**config.mk**
```make
export PLATFORM = sky130hd
export DESIGN_NAME = keypad_scanner
export DESIGN_NICKNAME = d
export VERILOG_FILES = /design/src/rtl/keypad_scanner.sv
export SDC_FILE = /design/constraint.sdc
export NUM_CORES = 1
export LEC_CHECK = 0
export ABC_AREA = 1
export BUFFER_PORTS_ARGS = -buffer_cell sky130_fd_sc_hd__buf_2
export CORE_MARGIN = 3
export CORE_UTILIZATION = 58
export CTS_CLUSTER_DIAMETER = 40
export DETAILED_ROUTE_END_ITERATION = 10
export HOLD_SLACK_MARGIN = 0.03
export PLACE_DENSITY = 0.81
export SKIP_CTS_REPAIR_TIMING = 1
export SYNTH_ARGS = -nofsm -noshare
export SYNTH_HDL_FRONTEND = slang
export SYNTH_SLANG_ARGS = --single-unit
```
**constraint.sdc**
```tcl
create_clock -name clock -period 2 [get_ports clock]
set_input_delay 0.3 -clock clock [delete_from_list [all_inputs] [get_ports clock]]
set_output_delay 0.3 -clock clock [all_outputs]
set_load 0.1 [all_outputs]
```
**src/rtl/keypad_scanner.sv**
```systemverilog
// 4x4 matrix keypad scanner: drives columns active-low one at a time, debounces
// the synchronized rows and emits one key code plus a single-cycle pulse per press.
module keypad_scanner #(
  parameter int SCAN_DIV     = 1000,
  parameter int DEBOUNCE_CNT = 8
) (
  input  logic       clock,
  input  logic       reset,
  input  logic [3:0] row,
  output logic [3:0] col,
  output logic [3:0] keypadBuf,
  output logic       key_valid,
  output logic       key_held
);

  localparam int SW = (SCAN_DIV > 1) ? $clog2(SCAN_DIV) : 1;
  localparam int CW = $clog2(DEBOUNCE_CNT + 1);
  localparam logic [SW-1:0] SLOT_MAX = SW'(SCAN_DIV - 1);
  localparam logic [CW-1:0] DEB_MAX  = CW'(DEBOUNCE_CNT);
  localparam bit            DEB_ONE  = (DEBOUNCE_CNT == 1);

  typedef enum logic [1:0] {SCAN, DEBOUNCE, HELD} state_t;

  state_t        state_q, state_d;
  logic [3:0]    row_meta_q, row_meta_d;
  logic [3:0]    rs_q, rs_d;
  logic [SW-1:0] slot_q, slot_d;
  logic [CW-1:0] deb_q, deb_d;
  logic [1:0]    col_idx_q, col_idx_d;
  logic [1:0]    row_idx_q, row_idx_d;
  logic [3:0]    key_buf_q, key_buf_d;
  logic          key_valid_q, key_valid_d;
  logic          key_held_q, key_held_d;

  logic          tick;
  logic          row_hit;
  logic [1:0]    low_row;
  logic [1:0]    col_next;

  function automatic logic [3:0] key_code(input logic [1:0] r, input logic [1:0] c);
    logic [3:0] code;
    case ({r, c})
      4'h0: code = 4'h1;
      4'h1: code = 4'h2;
      4'h2: code = 4'h3;
      4'h3: code = 4'hA;
      4'h4: code = 4'h4;
      4'h5: code = 4'h5;
      4'h6: code = 4'h6;
      4'h7: code = 4'hB;
      4'h8: code = 4'h7;
      4'h9: code = 4'h8;
      4'hA: code = 4'h9;
      4'hB: code = 4'hC;
      4'hC: code = 4'hE;
      4'hD: code = 4'h0;
      4'hE: code = 4'hF;
      default: code = 4'hD;
    endcase
    return code;
  endfunction

  assign tick     = (slot_q == SLOT_MAX);
  assign row_hit  = (rs_q != 4'hF);
  assign col_next = col_idx_q + 2'd1;

  // Lowest-index low row wins when several keys share the driven column.
  always_comb begin
    low_row = 2'd3;
    if (!rs_q[2]) low_row = 2'd2;
    if (!rs_q[1]) low_row = 2'd1;
    if (!rs_q[0]) low_row = 2'd0;
  end

  always_comb begin
    state_d     = state_q;
    row_meta_d  = row;
    rs_d        = row_meta_q;
    slot_d      = tick ? '0 : slot_q + SW'(1);
    deb_d       = deb_q;
    col_idx_d   = col_idx_q;
    row_idx_d   = row_idx_q;
    key_buf_d   = key_buf_q;
    key_valid_d = 1'b0;
    key_held_d  = key_held_q;

    case (state_q)
      SCAN: begin
        if (tick) begin
          if (!row_hit) begin
            col_idx_d = col_next;
          end else begin
            row_idx_d = low_row;
            deb_d     = CW'(1);
            if (DEB_ONE) begin
              key_buf_d   = key_code(low_row, col_idx_q);
              key_valid_d = 1'b1;
              key_held_d  = 1'b1;
              deb_d       = '0;
              state_d     = HELD;
            end else begin
              state_d = DEBOUNCE;
            end
          end
        end
      end

      DEBOUNCE: begin
        if (tick) begin
          if (!rs_q[row_idx_q]) begin
            if (deb_q + CW'(1) == DEB_MAX) begin
              key_buf_d   = key_code(row_idx_q, col_idx_q);
              key_valid_d = 1'b1;
              key_held_d  = 1'b1;
              deb_d       = '0;
              state_d     = HELD;
            end else begin
              deb_d = deb_q + CW'(1);
            end
          end else begin
            deb_d     = '0;
            col_idx_d = col_next;
            state_d   = SCAN;
          end
        end
      end

      HELD: begin
        // Column stays frozen, so keys in other columns cannot disturb the release count.
        if (tick) begin
          if (!row_hit) begin
            if (deb_q + CW'(1) == DEB_MAX) begin
              deb_d      = '0;
              key_held_d = 1'b0;
              col_idx_d  = col_next;
              state_d    = SCAN;
            end else begin
              deb_d = deb_q + CW'(1);
            end
          end else begin
            deb_d = '0;
          end
        end
      end

      default: begin
        state_d = SCAN;
      end
    endcase
  end

  always_ff @(posedge clock) begin
    if (reset) begin
      state_q     <= SCAN;
      row_meta_q  <= 4'hF;
      rs_q        <= 4'hF;
      slot_q      <= '0;
      deb_q       <= '0;
      col_idx_q   <= 2'd0;
      row_idx_q   <= 2'd0;
      key_buf_q   <= 4'h0;
      key_valid_q <= 1'b0;
      key_held_q  <= 1'b0;
    end else begin
      state_q     <= state_d;
      row_meta_q  <= row_meta_d;
      rs_q        <= rs_d;
      slot_q      <= slot_d;
      deb_q       <= deb_d;
      col_idx_q   <= col_idx_d;
      row_idx_q   <= row_idx_d;
      key_buf_q   <= key_buf_d;
      key_valid_q <= key_valid_d;
      key_held_q  <= key_held_d;
    end
  end

  assign col       = ~(4'b0001 << col_idx_q);
  assign keypadBuf = key_buf_q;
  assign key_valid = key_valid_q;
  assign key_held  = key_held_q;

endmodule

```
* Word level (Yosys, flattened, before mapping)
Memories as Yosys holds them, arrays and structs flattened. A register that Yosys moved wholly into a read port is not among the register bits. Index checks and enable logic that the tools add are counted.
Cells by class: reductions and logical operators 11, eq/ne operators 16, shifts and indexed selects 1, bitwise gates (word level) 4, add/sub/neg operators 3, magnitude comparators 1, multiplexer cells 38
Operator list (count):
- 2-to-1 mux 2 bit | 17
- 2-to-1 mux 4 bit | 7
- inequality test 2 bit (second input constant) | 10
- AND reduction 7 bit | 2
- one-hot mux 2 bit (3 select lines) | 2
- one-hot mux 4 bit (3 select lines) | 1
- adder 10 x 1 -> 10 bit (second input constant) | 1
- == test 10 bit (second input constant) | 1
- 2-to-1 mux 1 bit | 9
- AND reduction 8 bit | 1
- AND reduction 5 bit | 1
- adder 4 x 1 -> 4 bit (second input constant) | 1
- == test 4 bit (second input constant) | 1
- inequality test 4 bit (second input constant) | 1
- inverter 4 bit | 1
- AND reduction 4 bit | 1
- OR reduction 4 bit | 1
- left shift 1 x 2 -> 4 bit (first input constant) | 1
- < comparator 2 x 3 -> 1 bit (second input constant) | 1
- inequality test 3 bit (second input constant) | 1
- inverter 1 bit | 3
- AND reduction 3 bit | 1
- nonzero test 3 bit | 1
- adder 2 x 1 -> 2 bit (second input constant) | 1
- other kinds (7) | 7
Storage, ports and cells: memories 1, memory bits (read-only) 64, output and inout bits 10, input bits 6, flip-flop bits (word level) 30
Memories:
- (name not given) | depth 16, width 4, read ports 1, clocked after Yosys merged registers in 1, write ports 0, line 42 | case ({r, c})

* Longest topological paths before layout
Gate-level depths: netlist of the first run.
depth after elaboration 6, mapped depth 11, depth with buffers taken out 11

* Worst setup path after synthesis of the first run
No wires, ideal clock.
kind register -> output, from reg col_idx_q[0], to out col[0], arrival time 1.317 ns, path buffers 0, required time 1.700 ns, stages on the path, launching flop included 4, path slack 0.383 ns, cells stage by stage dfxtp_1 -> inv_1 -> ha_1 -> inv_1
On the way: longest elaborated chain between the ends 2
RTL lines:
- start, declared | line 29 | logic [1:0] col_idx_q, col_idx_d;
- start signal, assigned | line 170 | col_idx_q <= col_idx_d;
- left shift 1 x 2 -> 4 bit | line 178 | assign col = ~(4'b0001 << col_idx_q);
- inverter 4 bit | line 178
- end, declared | line 10 | output logic [3:0] col,
Every way passes these cells.

* Final worst setup path of the first run
Same ends and word-level chain as after synthesis.

==> flow_metrics.env, run 1 <==
export IMPL_synth_seq_area_share=0.374
export IMPL_timing_fmax_ghz=0.533
export IMPL_combPwrFrac=0.051
export IMPL_outcome="completed"
export IMPL_crit_type="flop to output pin"
export IMPL_diodes=0
export IMPL_die_width_um=62.0
export IMPL_clkSlewWorstSetupHoldPaths_ns=0.11
export IMPL_cts_tree="done"
export IMPL_pre_cts_slack_ns=0.349
export IMPL_grt_max_degree=14
export IMPL_numPortBuffers=15
export IMPL_antenna_found_initial=0
export IMPL_cts_sinks=34
export IMPL_grt_pass1_vias=1323
export IMPL_synth_edf_count=0
export IMPL_crit_top_cell="inv_1"
export IMPL_ant_nets=0
export IMPL_synthMostInstantiatedCell="nand2_1"
export IMPL_swShare=0.234
export IMPL_clk_latency_ns=0.34
export IMPL_holdWs_ns=0.148
export IMPL_h_tree_depth=2
export IMPL_syn_num_nets=270
export IMPL_layout_nets=289
export IMPL_overflow=0
export IMPL_rsz0062_at_grt="no"
export IMPL_maxSlewViolCount=0
export IMPL_p_leak_nw=0.935
export IMPL_drt_iter0_drc=65
export IMPL_tns_ns=0
export IMPL_synthArstFlopShare=0
export IMPL_dr_pass1_iters=4
export IMPL_finalSetupViolCount=0
export IMPL_final_min_clock_period_ns=1.88
export IMPL_tightestPinTransition_ns=0.486
export IMPL_hold_class="input pin to flop"
export IMPL_crit_fanout=8
export IMPL_internal_power_w=0.000883
export IMPL_cp_start_kind="flop"
export IMPL_p_per_area_nw_per_um2=576
export IMPL_fin_ws_ns=0.123
export IMPL_ios=16
export IMPL_synth_largest_area_cell="dfxtp_1"
export IMPL_crit_path_end_kind="output pin"
export IMPL_slew_headroom=0.678
export IMPL_r2r_setup_slack_ns=0.29
export IMPL_cpPeakStageDelay_ns=0.51
export IMPL_via_count=1571
export IMPL_synth_top_area_frac=0.374
export IMPL_wl_per_cell_um=10.2
export IMPL_areaGrowthSynthToFinish_pct=10.1
export IMPL_clock_power_share=0.345
export IMPL_detail_route_vias_per_cell=5.00
export IMPL_peakVddDrop_mv=0.431
export IMPL_worst_path_buf_inv=3
export IMPL_clock_skew_ns=0.0173
export IMPL_drc=0
export IMPL_yosys_cell_types_count=33
export IMPL_critical_path_cell_chain="inv_1 -> ha_1 -> inv_1 -> clkbuf_4"
export IMPL_place_hpwl_um=2420
export IMPL_die_area_um2=3840
export IMPL_seq_power_share=0.603
export IMPL_drt_total_wl_um=3190
export IMPL_grt_total_usage=0.195
export IMPL_avgSynthCellArea_um2=7.21
export IMPL_critPathRequiredTime_ns=1.70
export IMPL_synthCells=252
export IMPL_drive_above_1_share=0.199
export IMPL_fp_dieH_um=62.0
export IMPL_synth_area_leaders="dfxtp_1, nand2_1, ha_1"
export IMPL_cp_top_family="flip-flops"
export IMPL_cts_buffer_depth=2
export IMPL_gp_congestion=0.868
export IMPL_crit_arrival_ns=1.58
export IMPL_syn_area_um2=1820
export IMPL_cts_root_buf="clkbuf_4"
export IMPL_start_util=0.632
export IMPL_grt_first_pass_wirelength_um=5440
export IMPL_cts_made_buffers=5
export IMPL_drv_cap=0
export IMPL_synthFlopType="dfxtp_1"
export IMPL_yosysWarningCount=0
export IMPL_power_switching_w=0.000270
export IMPL_num_rows=19
export IMPL_ys_seq_elements=34
export IMPL_slowest_stage="dfxtp_1"
export IMPL_min_period_over_period=0.938
export IMPL_ys_top_cells_by_count="nand2_1, nor2_1, dfxtp_1"
export IMPL_hold_violations=0
export IMPL_core_um2=2880
[metrics by stage]
stage                     total power [W]   util  instances  area (um2)
after floorplan                  0.000755      -        252        1820
after global placement           0.000768  0.672        306        1930
after detailed placement         0.000771  0.672        306        1930
after CTS                         0.00116  0.693        314        1990
after global routing              0.00121  0.696        314        2000
final                             0.00115  0.696        314        2000
[layer usage]
layer	routed length, um	track usage	vias up
met5	0	0	-
met2	1380	0.306	37
li1	-	-	834
met4	63	0.0818	0
met1	1590	0.245	694
met3	156	0.0620	6
[logic make-up (layout without fill, tap and decap cells)]
| group | count (synthesis) | count (layout) | synth area share |
|---|---|---|---|
| AO/OA/AOI/OAI | 31 | 31 | 0.0943 |
| XOR/XNOR | 1 | 1 | 0.00482 |
| adder cells (fa/ha/maj) | 12 | 12 | 0.0826 |
| buffers and inverters | 39 | 59 | 0.0833 |
| flip-flops | 34 | 34 | 0.374 |
| AND/OR/NAND/NOR | 135 | 135 | 0.361 |
[area by class of cell]
cell class,instances,area (um2)
multi-input cells,179,986
fillers,240,875
flip-flops and latches,34,681
inverters,35,133
repair buffers,16,90.1
clock buffers,7,55.1
well taps,42,52.6
clock inverters,1,5.00
[registers in the layout, summed over array words and instances (netlist names)]
name and cells:
key_valid 1, key_held 1, keypadBuf 4, slot_q 10, row_meta_q 4, deb_q 4, rs_q 4, col_idx_q 2
state_q 2, row_idx_q 2
[power by group through the flow]
| stage | combinational (W) | sequential (W) | clock, W |
|---|---|---|---|
| 2_1_floorplan | 0.0000456 | 0.000710 | 0 |
| 3_3_place_gp | 0.0000578 | 0.000711 | 0 |
| 3_5_place_dp | 0.0000597 | 0.000711 | 0 |
| 4_1_cts | 0.0000599 | 0.000695 | 0.000409 |
| 5_1_grt | 0.0000688 | 0.000698 | 0.000439 |
| 6_report | 0.0000593 | 0.000695 | 0.000398 |
[final timing paths]
| kind | to | start | cells past startpoint |
|---|---|---|---|
| setup / recovery | col[0] | col_idx_q[0] | 4 |
| hold / removal | row_meta_q[0] | row[0] | 2 |
| hold reg to reg | rs_q[2] | row_meta_q[2] | 1 |
| setup reg to reg | deb_q[3] | state_q[0] | 9 |
[layout by cell type (no fill, tap or decap), types with 2 or more instances in the layout]
| cell | n |
|---|---|
| clkbuf_4 | 8 |
| nand4_1 | 3 |
| nand2_1 | 44 |
| or2_2 | 8 |
| nor2_2 | 5 |
| nand3_1 | 19 |
| clkinv_2 | 2 |
| nand2_2 | 3 |
| nor3_1 | 4 |
| buf_2 | 12 |
| nor2_4 | 2 |
| ha_1 | 12 |
| inv_2 | 6 |
| a21oi_1 | 11 |
| o21ai_0 | 7 |
| nor2_1 | 38 |
| o21ai_1 | 9 |
| inv_1 | 28 |
| dfxtp_1 | 34 |
(Power assumes the default switching activity.)
==> inputs of run 2 (changes only) <==
- PLACE_DENSITY: 0.81 -> 0.87
==> flow_metrics.env, run 2 (synthesis results as in run 1) <==
export IMPL_outcome="completed"
export IMPL_cts_made_buffers=5
export IMPL_maxSlewViolCount=0
export IMPL_hold_start="row[0]"
export IMPL_r2r_setup_slack_ns=0.30
export IMPL_numPortBuffers=15
export IMPL_clock_skew_ns=0.00967
export IMPL_grt_total_usage=0.192
export IMPL_cts_root_buf="clkbuf_4"
export IMPL_hold_violations=0
export IMPL_peakVddDrop_mv=0.400
export IMPL_via_count=1580
export IMPL_drc=0
export IMPL_layout_nets=289
export IMPL_critical_path_cell_chain="inv_1 -> ha_1 -> inv_1 -> clkbuf_4"
export IMPL_p_per_area_nw_per_um2=575
export IMPL_fin_ws_ns=0.155
export IMPL_finalSetupViolCount=0
export IMPL_crit_arrival_ns=1.54
export IMPL_areaGrowthSynthToFinish_pct=10.1
export IMPL_cts_buffer_depth=2
export IMPL_ios=16
export IMPL_rsz0062_at_grt="no"
export IMPL_timing_fmax_ghz=0.542
export IMPL_p_leak_nw=0.935
export IMPL_holdPathStages=2
export IMPL_pre_cts_slack_ns=0.337
export IMPL_detail_route_vias_per_cell=5.03
export IMPL_h_tree_depth=2
export IMPL_final_cell_mix="nand2_1, nor2_1, dfxtp_1"
export IMPL_crit_fanout=8
export IMPL_grt_max_degree=14
export IMPL_tightestPinTransition_ns=0.493
export IMPL_core_um2=2880
export IMPL_crit_type="flop to output pin"
export IMPL_start_util=0.632
export IMPL_clkSlewWorstSetupHoldPaths_ns=0.11
export IMPL_critPathRequiredTime_ns=1.70
export IMPL_gp_congestion=0.879
export IMPL_cts_tree="done"
export IMPL_drt_total_wl_um=3260
export IMPL_antenna_found_initial=0
export IMPL_crit_path_end_kind="output pin"
export IMPL_min_to="row_meta_q[0]"
export IMPL_num_rows=19
export IMPL_diodes=0
export IMPL_reg2regPathDepth=9
export IMPL_wl_per_cell_um=10.4
export IMPL_fp_dieH_um=62.0
export IMPL_die_width_um=62.0
export IMPL_drv_cap=0
export IMPL_cpPeakStageDelay_ns=0.49
export IMPL_reg2reg_from="state_q[0]"
export IMPL_top_register="slot_q"
export IMPL_cp_start_kind="flop"
export IMPL_grt_first_pass_wirelength_um=5500
export IMPL_final_min_clock_period_ns=1.84
export IMPL_hold_class="input pin to flop"
export IMPL_layout_commonest_cell="nand2_1"
export IMPL_dr_pass1_iters=4
export IMPL_die_area_um2=3840
export IMPL_tns_ns=0
export IMPL_slowest_stage="dfxtp_1"
export IMPL_crit_top_cell="inv_1"
export IMPL_grt_pass1_vias=1346
export IMPL_drt_iter0_drc=71
export IMPL_largest_reg_flops=10
export IMPL_overflow=0
export IMPL_r2r_end="deb_q[3]"
export IMPL_drive_above_1_share=0.199
export IMPL_cts_sinks=34
export IMPL_nFillCells=259
export IMPL_slew_headroom=0.673
export IMPL_min_period_over_period=0.922
export IMPL_ant_nets=0
export IMPL_place_hpwl_um=2430
export IMPL_clk_latency_ns=0.33
## run 2: cell counts in the layout (fill, tap and decap cells not counted)
No cell type changed its count.
## run 2: critical path, delay by kind of cell, from the launching register on
kind,cells,cell delay (ns)
adders and majority gates,1,0.23
DFF,1,0.49
buffers and inverters,3,0.49
## run 2: worst max path at each step
stage,from,end,slack [ns],cells after the start
floorplan,col_idx_q[0],col[0],0.38,3
global placement,state_q[0],deb_q[2],0.39,9
detailed placement,state_q[0],deb_q[3],0.34,9
CTS,col_idx_q[0],col[0],0.04,4
global route,col_idx_q[0],col[0],0.05,4
finish,col_idx_q[0],col[0],0.16,4
## run 2: metal layers
| layer | share of wire | track usage | up-vias |
|---|---|---|---|
| li1 | - | - | 838 |
| met1 | 0.47 | 0.243 | 690 |
| met2 | 0.44 | 0.302 | 47 |
| met3 | 0.068 | 0.0599 | 5 |
| met4 | 0.017 | 0.0788 | 0 |
| met5 | 0 | 0 | - |
## run 2: per-stage QoR
step / instance area [um2] / total power (W) / cells / utilization / hold WS, ns
floorplan: 1820 / 0.000755 / 252 / - / 0.389
global placement: 1930 / 0.000768 / 306 / 0.672 / 0.393
detailed placement: 1930 / 0.000769 / 306 / 0.672 / 0.392
CTS: 1990 / 0.00116 / 314 / 0.693 / 0.134
global route: 2000 / 0.00121 / 314 / 0.696 / 0.123
finish: 2000 / 0.00115 / 314 / 0.696 / 0.142
## run 2: report_power, final
| group | switching (W) | leakage (nW) | internal, W |
|---|---|---|---|
| combinational | 0.0000360 | 0.623 | 0.0000232 |
| sequential | 0.00000625 | 0.276 | 0.000689 |
| clock | 0.000227 | 0.0353 | 0.000170 |
| total | 0.000269 | 0.935 | 0.000883 |
## run 2: area by class of cell
type / count / area, um2 / area share
inverter: 35 / 133 / 0.0662
timing repair buffer: 16 / 90.1 / 0.0450
multi-input combinational: 179 / 986 / 0.493
sequential: 34 / 681 / 0.340
clock buffer: 7 / 55.1 / 0.0275
clock inverter: 1 / 5.00 / 0.00250
tap: 42 / 52.6 / 0.0263
==> inputs of run 3 (changes only) <==
- CTS_BUF_LIST: not set -> sky130_fd_sc_hd__clkbuf_16
==> flow_metrics.env, run 3 (synthesis results as in run 1) <==
export IMPL_outcome="completed"
export IMPL_cts_buffer_depth=2
export IMPL_numPortBuffers=15
export IMPL_drt_total_wl_um=3410
export IMPL_reg2regPathDepth=9
export IMPL_maxSlewViolCount=0
export IMPL_cpPeakStageDelay_ns=0.47
export IMPL_hold_class="input pin to flop"
export IMPL_ant_nets=0
export IMPL_clkSlewWorstSetupHoldPaths_ns=0.05
export IMPL_diodes=0
export IMPL_grt_total_usage=0.200
export IMPL_rsz0062_at_grt="no"
export IMPL_dr_pass1_iters=4
export IMPL_tns_ns=0
export IMPL_place_hpwl_um=2430
export IMPL_clk_latency_ns=0.28
export IMPL_crit_path_end_kind="output pin"
export IMPL_cts_tree="done"
export IMPL_die_area_um2=3840
export IMPL_finalNonFillerCells=314
export IMPL_start_util=0.632
export IMPL_critical_path_cell_chain="inv_1 -> ha_1 -> inv_1 -> buf_2"
export IMPL_layout_nets=289
export IMPL_drive_above_1_share=0.195
export IMPL_gp_congestion=0.879
export IMPL_overflow=0
export IMPL_ios=16
export IMPL_grt_first_pass_wirelength_um=5630
export IMPL_areaGrowthSynthToFinish_pct=14.0
export IMPL_p_leak_nw=0.969
export IMPL_detail_route_vias_per_cell=5.04
export IMPL_drt_iter0_drc=80
export IMPL_hold_violations=0
export IMPL_wl_per_cell_um=10.9
export IMPL_drc=0
export IMPL_antenna_found_initial=0
export IMPL_crit_fanout=8
export IMPL_cts_made_buffers=5
export IMPL_tightestPinTransition_ns=0.493
export IMPL_peakVddDrop_mv=0.602
export IMPL_cts_sinks=34
export IMPL_die_width_um=62.0
export IMPL_p_per_area_nw_per_um2=716
export IMPL_num_rows=19
export IMPL_crit_arrival_ns=1.57
export IMPL_slew_headroom=0.673
export IMPL_slowest_stage="dfxtp_1"
export IMPL_finalInstanceArea_um2=2070
export IMPL_finalSetupViolCount=0
export IMPL_drv_cap=0
export IMPL_crit_type="flop to output pin"
export IMPL_critPathRequiredTime_ns=1.70
export IMPL_layout_commonest_cell="nand2_1"
export IMPL_clock_skew_ns=0.00504
export IMPL_grt_pass1_vias=1374
export IMPL_fp_dieH_um=62.0
export IMPL_timing_fmax_ghz=0.535
export IMPL_min_period_over_period=0.935
export IMPL_largest_reg_flops=10
export IMPL_crit_top_cell="inv_1"
export IMPL_h_tree_depth=2
export IMPL_via_count=1582
export IMPL_top_register="slot_q"
export IMPL_dp_cells=306
export IMPL_placed_area_um2=1930
export IMPL_holdPathStages=2
export IMPL_core_um2=2880
export IMPL_cp_start_kind="flop"
export IMPL_cts_root_buf="clkbuf_16"
export IMPL_final_min_clock_period_ns=1.87
export IMPL_grt_max_degree=14
export IMPL_final_cell_mix="nand2_1, nor2_1, dfxtp_1"
[run 3: changes by cell type in the layout (fill, tap and decap cells not counted)]
cell       change
clkbuf_4       -8
clkbuf_16      +5
buf_2          +3
clkbuf_1       -1
clkbuf_8       -1
clkinv_1       +1
inv_1          +1
[run 3: worst paths after layout]
path	from	to	slack, ns
hold reg to reg	row_meta_q[3]	rs_q[3]	0.40
setup / recovery	col_idx_q[0]	col[0]	0.13
setup reg to reg	state_q[0]	deb_q[3]	0.32
hold / removal	row[0]	row_meta_q[0]	0.20
[run 3: routing by layer]
layer  global-route usage  share of wire
met4               0.0818          0.016
met1                0.242           0.47
met2                0.314           0.45
met5                    0              0
met3               0.0806          0.057
[run 3: metrics by stage]
stage	hold slack, ns	utilization	power [W]	setup slack, ns
2_1_floorplan	0.389	-	0.000755	0.383
3_3_place_gp	0.393	0.672	0.000768	0.391
3_5_place_dp	0.392	0.672	0.000769	0.337
4_1_cts	0.199	0.720	0.00148	0.123
5_1_grt	0.198	0.720	0.00153	0.0652
6_report	0.200	0.720	0.00148	0.130
[run 3: cell type report]
| type | count | area (um2) |
|---|---|---|
| timing repair buffer | 16 | 82.6 |
| sequential | 34 | 681 |
| tap | 42 | 52.6 |
| fill | 249 | 805 |
| multi-input combinational | 179 | 986 |
| clock inverter | 3 | 12.5 |
| clock buffer | 5 | 125 |
| inverter | 35 | 133 |
[run 3: power by group]
| group | internal [W] | switching [W] | total [W] |
|---|---|---|---|
| combinational | 0.0000232 | 0.0000361 | 0.0000594 |
| sequential | 0.000691 | 0.00000631 | 0.000697 |
| clock | 0.000449 | 0.000279 | 0.000728 |
| total | 0.00116 | 0.000321 | 0.00148 |
[run 3: worst max-delay path, delay by kind of cell, from the launching register on]
kind                     cells  cell delay, ns
buffers and inverters        3            0.59
flip-flops                   1            0.47
adder cells (fa/ha/maj)      1            0.23
